**src/rtl/traffic_phase_sequencer.sv**
```systemverilog
// Traffic-light phase sequencer: programmable per-phase LED patterns, timed green,
// blinking clearance, plus hold, manual step and one-shot green extension.
module traffic_phase_sequencer #(
  parameter int TICKS_PER_SEC = 100_000_000,
  parameter int NUM_PHASES    = 4,
  parameter int LED_W         = 16,
  parameter int GREEN_SEC     = 5,
  parameter int CLEAR_SEC     = 1,
  parameter int EXT_SEC       = 3,
  parameter logic [NUM_PHASES*LED_W-1:0] PATTERNS = {16'h000E, 16'h0E00, 16'h2020, 16'hC0C0}
) (
  input  logic             clk,
  input  logic             rst,
  input  logic             hold,
  input  logic             manual,
  input  logic             step_btn,
  input  logic             ext_req,
  output logic [LED_W-1:0] led,
  output logic [2:0]       phase,
  output logic             in_clear,
  output logic             phase_done
);

  localparam int PW = (TICKS_PER_SEC > 1) ? $clog2(TICKS_PER_SEC) : 1;
  localparam logic [PW-1:0] PRESC_LAST = PW'(TICKS_PER_SEC - 1);
  localparam logic [PW-1:0] PRESC_HALF = PW'(TICKS_PER_SEC / 2);
  localparam logic [2:0]    LAST_PHASE = 3'(NUM_PHASES - 1);

  typedef enum logic {GREEN, CLEAR} state_e;

  state_e          state_q, state_d;
  logic [2:0]      phase_q, phase_d;
  logic [7:0]      secLeft_q, secLeft_d;
  logic [PW-1:0]   presc_q, presc_d;
  logic            extUsed_q, extUsed_d;
  logic            wrap_q, wrap_d;
  logic [2:0]      stepSync_q, extSync_q;
  logic            stepPulse, extPulse, tick, extAccept, decGreen;
  logic [9:0]      secSum;
  logic [LED_W-1:0] patTable [8];

  // Unused table slots read as dark so the index can stay a plain 3-bit phase.
  for (genvar k = 0; k < 8; k++) begin : gPat
    if (k < NUM_PHASES) begin : gUsed
      assign patTable[k] = PATTERNS[k*LED_W +: LED_W];
    end else begin : gUnused
      assign patTable[k] = '0;
    end
  end

  always_ff @(posedge clk or posedge rst) begin
    if (rst) begin
      stepSync_q <= '0;
      extSync_q  <= '0;
    end else begin
      stepSync_q <= {stepSync_q[1:0], step_btn};
      extSync_q  <= {extSync_q[1:0], ext_req};
    end
  end

  assign stepPulse = stepSync_q[1] & ~stepSync_q[2];
  assign extPulse  = extSync_q[1] & ~extSync_q[2];
  assign tick      = !hold && (presc_q == PRESC_LAST);
  assign extAccept = (state_q == GREEN) && extPulse && !extUsed_q;
  assign decGreen  = tick && (!manual || secLeft_q > 8'd1);
  // Extension and final-second decrement combine, so a collision leaves EXT_SEC.
  assign secSum    = {2'b00, secLeft_q} + (extAccept ? 10'(EXT_SEC) : 10'd0)
                     - (decGreen ? 10'd1 : 10'd0);

  always_comb begin
    state_d   = state_q;
    phase_d   = phase_q;
    secLeft_d = secLeft_q;
    presc_d   = presc_q;
    extUsed_d = extUsed_q;
    wrap_d    = 1'b0;
    if (!hold) presc_d = tick ? '0 : presc_q + PW'(1);
    case (state_q)
      GREEN: begin
        secLeft_d = (secSum > 10'd255) ? 8'hFF : secSum[7:0];
        if (extAccept) extUsed_d = 1'b1;
        if ((manual && stepPulse) ||
            (!manual && tick && secLeft_q == 8'd1 && !extAccept)) begin
          state_d   = CLEAR;
          secLeft_d = 8'(CLEAR_SEC);
          presc_d   = '0;
        end
      end
      CLEAR: begin
        if (tick) begin
          if (secLeft_q == 8'd1) begin
            state_d   = GREEN;
            phase_d   = (phase_q == LAST_PHASE) ? 3'd0 : phase_q + 3'd1;
            secLeft_d = 8'(GREEN_SEC);
            extUsed_d = 1'b0;
            presc_d   = '0;
            wrap_d    = 1'b1;
          end else begin
            secLeft_d = secLeft_q - 8'd1;
          end
        end
      end
      default: state_d = GREEN;
    endcase
  end

  always_ff @(posedge clk or posedge rst) begin
    if (rst) begin
      state_q   <= GREEN;
      phase_q   <= 3'd0;
      secLeft_q <= 8'(GREEN_SEC);
      presc_q   <= '0;
      extUsed_q <= 1'b0;
      wrap_q    <= 1'b0;
    end else begin
      state_q   <= state_d;
      phase_q   <= phase_d;
      secLeft_q <= secLeft_d;
      presc_q   <= presc_d;
      extUsed_q <= extUsed_d;
      wrap_q    <= wrap_d;
    end
  end

  // Outputs follow the state one cycle later; phase_done lines up with the phase change.
  always_ff @(posedge clk or posedge rst) begin
    if (rst) begin
      led        <= '0;
      phase      <= 3'd0;
      in_clear   <= 1'b0;
      phase_done <= 1'b0;
    end else begin
      led        <= (state_q == GREEN || presc_q < PRESC_HALF) ? patTable[phase_q] : '0;
      phase      <= phase_q;
      in_clear   <= (state_q == CLEAR);
      phase_done <= wrap_q;
    end
  end

endmodule

```
**config.mk**
```make
export PLATFORM = sky130hd
export DESIGN_NAME = traffic_phase_sequencer
export DESIGN_NICKNAME = d
export VERILOG_FILES = /design/src/rtl/traffic_phase_sequencer.sv
export SDC_FILE = /design/constraint.sdc
export NUM_CORES = 1
export LEC_CHECK = 0
export CORE_MARGIN = 2
export CORE_UTILIZATION = 45
export DETAILED_ROUTE_END_ITERATION = 16
export PLACE_DENSITY = 0.69
export SYNTH_ARGS = -nofsm -noshare
export SYNTH_HDL_FRONTEND = slang
export SYNTH_SLANG_ARGS = --single-unit
```
**constraint.sdc**
```tcl
create_clock -name clk -period 4.2 [get_ports clk]
set_input_delay 0.84 -clock clk [delete_from_list [all_inputs] [get_ports clk]]
set_output_delay 0.84 -clock clk [all_outputs]
set_load 0.02 [all_outputs]
```
* Yosys cells after proc, flatten, opt, wreduce, memory -nomap -nowiden
Memory sizes are Yosys's and may differ from the RTL's.
Cells that the tools add are included.
** Storage, ports and cells
- Memories :: 1
- Output and inout port bits :: 21
- Bits in read-only memories :: 128
- Register bits after elaboration :: 68
** Operators by class
- Add/subtract/negate cells :: 5
- Bitwise gates (word level) :: 6
- Mux-type cells :: 28
- Reductions and logical operators :: 17
- Eq/ne operators :: 6
- Order comparisons :: 4
** Memory list
- (no name shown) :: depth 8, width 16, read ports 1, clocked after Yosys merged registers in 0, wr ports 0, line 133 : led <= (state_q == GREEN || presc_q < PRESC_HALF) ? patTable[phase_q] : '0;
** Operators with widths (number)
- 27-bit two-way mux :: 5
- 27-bit one-hot mux with 2 select lines :: 1
- 16-bit two-way mux :: 3
- 8-bit two-way mux :: 4
- 27-bit by 1-bit adder with 27-bit output, second input constant :: 1
- 27-bit == test, second input constant :: 1
- 27-bit by 26-bit < comparator with 1-bit output, second input constant :: 1
- 8-bit one-hot mux with 2 select lines :: 1
- 10-bit by 8-bit greater-than comparator with 1-bit output, second input constant :: 1
- 1-bit two-way mux :: 10
- 9-bit by 1-bit subtractor with 10-bit output :: 1
- 8-bit by 2-bit adder with 9-bit output :: 1
- 8-bit by 1-bit == test with 1-bit output, second input constant :: 1
- 8-bit by 1-bit greater-than comparator with 1-bit output, second input constant :: 1
- 1-bit logical AND :: 8
- 8-bit by 1-bit subtractor with 8-bit output, second input constant :: 1
- 3-bit AND reduction :: 2
- 4-bit greater-or-equal comparator, second input constant :: 1
- 1-bit logical NOT :: 4
- 2-bit by 1-bit != test with 1-bit output, second input constant :: 2
- 3-bit NOT with 4-bit output :: 1
- 1-bit one-hot mux with 2 select lines :: 2
- 3-bit by 1-bit adder with 3-bit output, second input constant :: 1
- 3-bit by 2-bit == test with 1-bit output, second input constant :: 1
- other kinds (6) :: 11

* Logic depth before layout (Yosys ltp)
Gate-level depths: netlist of run 1.
- Depth in word-level cells :: 11
- Mapped depth :: 18

* Worst setup path before layout of run 1
No wires, ideal clock.
- Path type :: input to register
- Start :: input hold
- End :: register secLeft_q[2]
- Data arrival time :: 4195 ps
- Slack :: -99 ps
- Required time :: 4095 ps
- Library setup time :: 105 ps
- Stages on the path :: 15
- Cells stage by stage :: and3b_1 > nand3_4 > nor4_4 > buf_2 > a21boi_0 > ha_1 > inv_1 > ha_1 > fa_1 > a211oi_1 > or3_1 > o311ai_1 > a32oi_2 > nor3b_1 > a2111oi_2
** On the way
- Cells in the longest elaborated chain, start to end :: 9
- Elaborated cells on any way between the ends :: 14
- Those cells by class :: add/sub (1); order compare (1); eq/ne (1); mux (4); reduce/logical (7)
** RTL lines
- start: declaration :: line 14 : input logic hold,
- 1-bit logical NOT *
- 1-bit logical AND * :: line 63 : assign tick = !hold && (presc_q == PRESC_LAST);
- 1-bit logical AND :: line 65 : assign decGreen = tick && (!manual || secLeft_q > 8'd1);
- 1-bit two-way mux :: line 68 : - (decGreen ? 10'd1 : 10'd0);
- 9-bit by 1-bit subtractor with 10-bit output :: line 68
- 10-bit by 8-bit greater-than comparator with 1-bit output :: line 80 : secLeft_d = (secSum > 10'd255) ? 8'hFF : secSum[7:0];
- 8-bit two-way mux :: line 80
- 8-bit two-way mux :: line 82 : if ((manual && stepPulse) ||
- 8-bit one-hot mux with 2 select lines :: line 78 : case (state_q)
- end signal: assignment :: line 111 : secLeft_q <= 8'(GREEN_SEC);
- end signal: assignment :: line 118 : secLeft_q <= secLeft_d;
- end: declaration :: line 33 : logic [7:0] secLeft_q, secLeft_d;
Every way passes the cells marked *; elsewhere a longest branch is shown, timed or not.
A chain may end at the register's enable or synchronous reset.

* Final worst setup path of run 1
Same ends and word-level chain as after synthesis.

==> flow_metrics.tcl, run 1 <==
set metrics [dict create \
    outcome "finished clean" \
    synth-seq-cells 56 \
    clk_latency_ns 0.31 \
    critical_path_class "in2reg" \
    crit_chain "clkdlybuf4s50_1, and3b_1, nand3_4, nor4_4, a21boi_0, ha_1, inv_1, ha_1, fa_1, a211oi_1, or3_1, o311ai_2, a32oi_2, nor3b_1, a2111oi_2" \
    crit_fanout 3 \
    drive_above_1_share 0.0733 \
    final_nets 412 \
    worstHoldPathType "reg2reg" \
    top_layer "met4" \
    io_pins 27 \
    drtIter0Drc 173 \
    wl_per_cell_um 13.8 \
    ys_seq_area_frac 0.413 \
    slew_headroom 0.381 \
    min_period_over_period 0.940 \
    critPathLaunchType "primary input" \
    grtUsageTotal 0.165 \
    r2r_end "secLeft_q[2]$_DFFE_PP1P_" \
    drc_errors 0 \
    rsz0062_at_grt "no" \
    netlist_top_cells_area "dfrtp_1 (40%), ha_1 (8.8%), nor2_1 (4.6%)" \
    p_leak_nw 1.79 \
    die_w_um 90.9 \
    core.rowCount 31 \
    grt-ovfl-total 0 \
    grt_pass1_vias 2419 \
    r2r_start "presc_q[8]$_DFF_PP0_" \
    met2WireLength_mm 3.10 \
    crit_top_cell "ha_1" \
    final_core_util 0.521 \
    coreArea_um2 7290 \
    synth_top_area_share 0.398 \
    slowest_delay_ns 0.42 \
    worstSetupEndpointType "flop" \
    viasPerCell 5.28 \
    htree_levels 2 \
    r2r_cells 14 \
    cts-resized-gates 0 \
    hpwl_mm 4.79 \
    ctsRootBufferMaster "clkbuf_8" \
    cpMaxStageDelayCell "or3_1" \
    yosysWarnings 0 \
    grt_pass1_wl_mm 11.3 \
    routed_wl_mm 6.62 \
    worst_path_dominant_cell_family "simple AND/OR/NAND/NOR gates" \
    clock_path_buffers 2 \
    cts_buffers 5 \
    hold_viol 0 \
    synth_top_flop_cell "dfrtp_1" \
    peakVddDrop_uv 214 \
    finalSetupTns_ns 0 \
    fill_cells 711 \
    postSynthCellCount 363 \
    die_y_um 90.9 \
    setup_viol 0 \
    yosys.cell_types.count 53 \
    setup_ws_ns 0.251 \
    hold_path_depth 0 \
    drtAntennaViolNets 0 \
    gp_congestion 0.815 \
    cp.depth 15 \
    period_minus_slack_ns 3.95 \
    synth_largest_area_cell "dfrtp_1" \
    firstDrtPassIters 4 \
    critical_path_required_ns 4.41 \
    avgSynthCellArea_um2 9.36 \
    dieArea_um2 8260 \
    syn-cell-area_um2 3400 \
    regArea_um2 1400 \
    worst_ep_arrival_time_ns 4.16 \
    antenna_found_initial 0 \
    path_clk_slew_ns 0.10 \
    max_freq_ghz 0.253 \
    tightestPinTransition_ns 0.921 \
    drv_cap 0 \
    grt_max_degree 46 \
    powerDensity_nw_per_um2 264 \
    hp-start "extSync_q[0]$_DFF_PP0_" \
    initial_core_util 0.466 \
    area_growth_pct 11.9 \
    fin_skew_ns 0.0103 \
    wl_met3_um 268 \
    multiInputGateArea_um2 1750 \
    synthArstFlopShare 1.00 \
    cts_sinks 56 \
    critPathBufInv 2 \
    via_count 2542 \
    cts_setup_buffers 0 \
    cts_tree "done" \
    postCtsHoldBufs 0 \
    synth_edf_count 0 \
    diodes 0 \
    drt-met1-wl_mm 3.18 \
    port_buffers 22 \
    hold_end "extSync_q[1]$_DFF_PP0_" \
    r2r_setup_slack_ns 0.37 \
    slew_viol_final 0 \
    pre_cts_slack_ns -0.0758 \
]
==> cell usage in the layout (no fill, tap or decap), types with 3 or more instances in the layout <==
cell	instances
o21bai_1	4
nor3_1	7
nor2b_1	7
nand2_1	20
a211oi_1	3
dfrtp_1	54
clkbuf_8	5
xor2_1	14
ha_1	24
buf_4	10
a21oi_1	22
clkdlybuf4s50_1	22
nor4_1	3
nand2b_1	3
o21ai_0	5
inv_1	30
conb_1	4
or3_1	3
nand4_1	12
and3_1	6
a21o_1	3
nor2_1	42
o22a_1	6
a21boi_0	5
nand3_1	14
xnor2_1	18
==> Yosys cell counts (7+ instances only) <==
| cell | count |
|---|---|
| ha_1 | 24 |
| xnor2_1 | 18 |
| dfrtp_1 | 54 |
| nand3_1 | 14 |
| nor2b_1 | 7 |
| nor2_1 | 42 |
| inv_1 | 31 |
| xor2_1 | 14 |
| buf_4 | 13 |
| nand2_1 | 20 |
| a21oi_1 | 22 |
| nand4_1 | 12 |
| nor3_1 | 7 |
==> metal layers <==
layer | GRT usage | vias up
met5 | 0 | -
li1 | - | 1251
met3 | 0.0284 | 7
met4 | 0.0467 | 0
met1 | 0.231 | 1226
met2 | 0.266 | 58
==> metrics by stage <==
stage | hold WS [ns] | std cells | instance area, µm² | power (mW)
2_1_floorplan | 0.331 | 366 | 3410 | 0.648
3_3_place_gp | 0.332 | 473 | 3680 | 0.664
3_5_place_dp | 0.335 | 473 | 3680 | 0.668
4_1_cts | 0.356 | 481 | 3790 | 1.02
5_1_grt | 0.358 | 481 | 3800 | 1.05
6_report | 0.355 | 481 | 3800 | 1.00
==> worst register-to-register path, cell delays in order, from the launching register on <==
cell       delay [ns]
dfrtp_1          0.42
nor4_1           0.43
nand4_1          0.21
nor4_4           0.37
a21boi_0         0.22
ha_1             0.25
inv_1            0.06
ha_1             0.18
fa_1             0.21
a211oi_1         0.09
or3_1            0.42
o311ai_2         0.28
a32oi_2          0.16
nor3b_1          0.17
a2111oi_2        0.29
==> worst max path at each step <==
stage / start / slack [ns] / to
finish: hold / 0.25 / secLeft_q[2]$_DFFE_PP1P_
global route: hold / 0.07 / secLeft_q[2]$_DFFE_PP1P_
CTS: hold / 0.22 / secLeft_q[2]$_DFFE_PP1P_
detailed placement: hold / -0.08 / secLeft_q[2]$_DFFE_PP1P_
global placement: hold / 0.03 / secLeft_q[2]$_DFFE_PP1P_
floorplan: hold / 0.04 / secLeft_q[2]$_DFFE_PP1P_
==> registers in the layout (all words and copies together) (netlist names), 3 cells and up <==
signal      flops
stepSync_q      3
led             4
phase           3
phase_q         3
presc_q        27
extSync_q       3
secLeft_q       8
==> kinds of logic (layout without fill, tap and decap cells) <==
kind of cell / Yosys count / after routing / share of synthesized area
AOI/OAI and AO/OA: 60 / 60 / 0.121
xor gates and xnor gates: 32 / 32 / 0.0825
adders and majority gates: 25 / 25 / 0.0943
buffers and inverters: 55 / 71 / 0.0773
DFF: 56 / 56 / 0.413
muxes: 3 / 3 / 0.00920
other: 1 / 4 / 0.00110
and+or+nand+nor: 131 / 131 / 0.202
==> final cells by class <==
cell class / count / share of cell area
sequential: 56 / 0.369
tap: 99 / 0.0326
multi-input combinational: 255 / 0.461
clock buffer: 6 / 0.0191
inverter: 31 / 0.0306
timing repair buffer: 32 / 0.0777
clock inverter: 2 / 0.0102
==> where the power goes <==
part           internal [mW]  leakage [nW]  switching (mW)  total (mW)
sequential             0.565         0.678          0.0235       0.589
combinational         0.0309          1.05          0.0359      0.0668
clock                  0.180        0.0558           0.169       0.349
Power figures use the tool's default switching activity.
==> inputs of run 2 (changes only) <==
--- a/config.mk
+++ b/config.mk
@@ -9,6 +9,7 @@
 export CORE_UTILIZATION = 45
 export DETAILED_ROUTE_END_ITERATION = 16
 export PLACE_DENSITY = 0.69
+export SKIP_CTS_REPAIR_TIMING = 1
 export SYNTH_ARGS = -nofsm -noshare
 export SYNTH_HDL_FRONTEND = slang
 export SYNTH_SLANG_ARGS = --single-unit
==> results of run 2 <==
No change in the layout: final DEF, timing and power equal those of run 1.
==> inputs of run 3 (changes only) <==
--- a/config.mk
+++ b/config.mk
@@ -7,6 +7,7 @@
 export LEC_CHECK = 0
 export CORE_MARGIN = 2
 export CORE_UTILIZATION = 45
+export CTS_CLUSTER_DIAMETER = 150
 export DETAILED_ROUTE_END_ITERATION = 16
 export PLACE_DENSITY = 0.69
 export SKIP_CTS_REPAIR_TIMING = 1
==> results of run 3 <==
No change in the layout: final DEF, timing and power equal those of run 1.
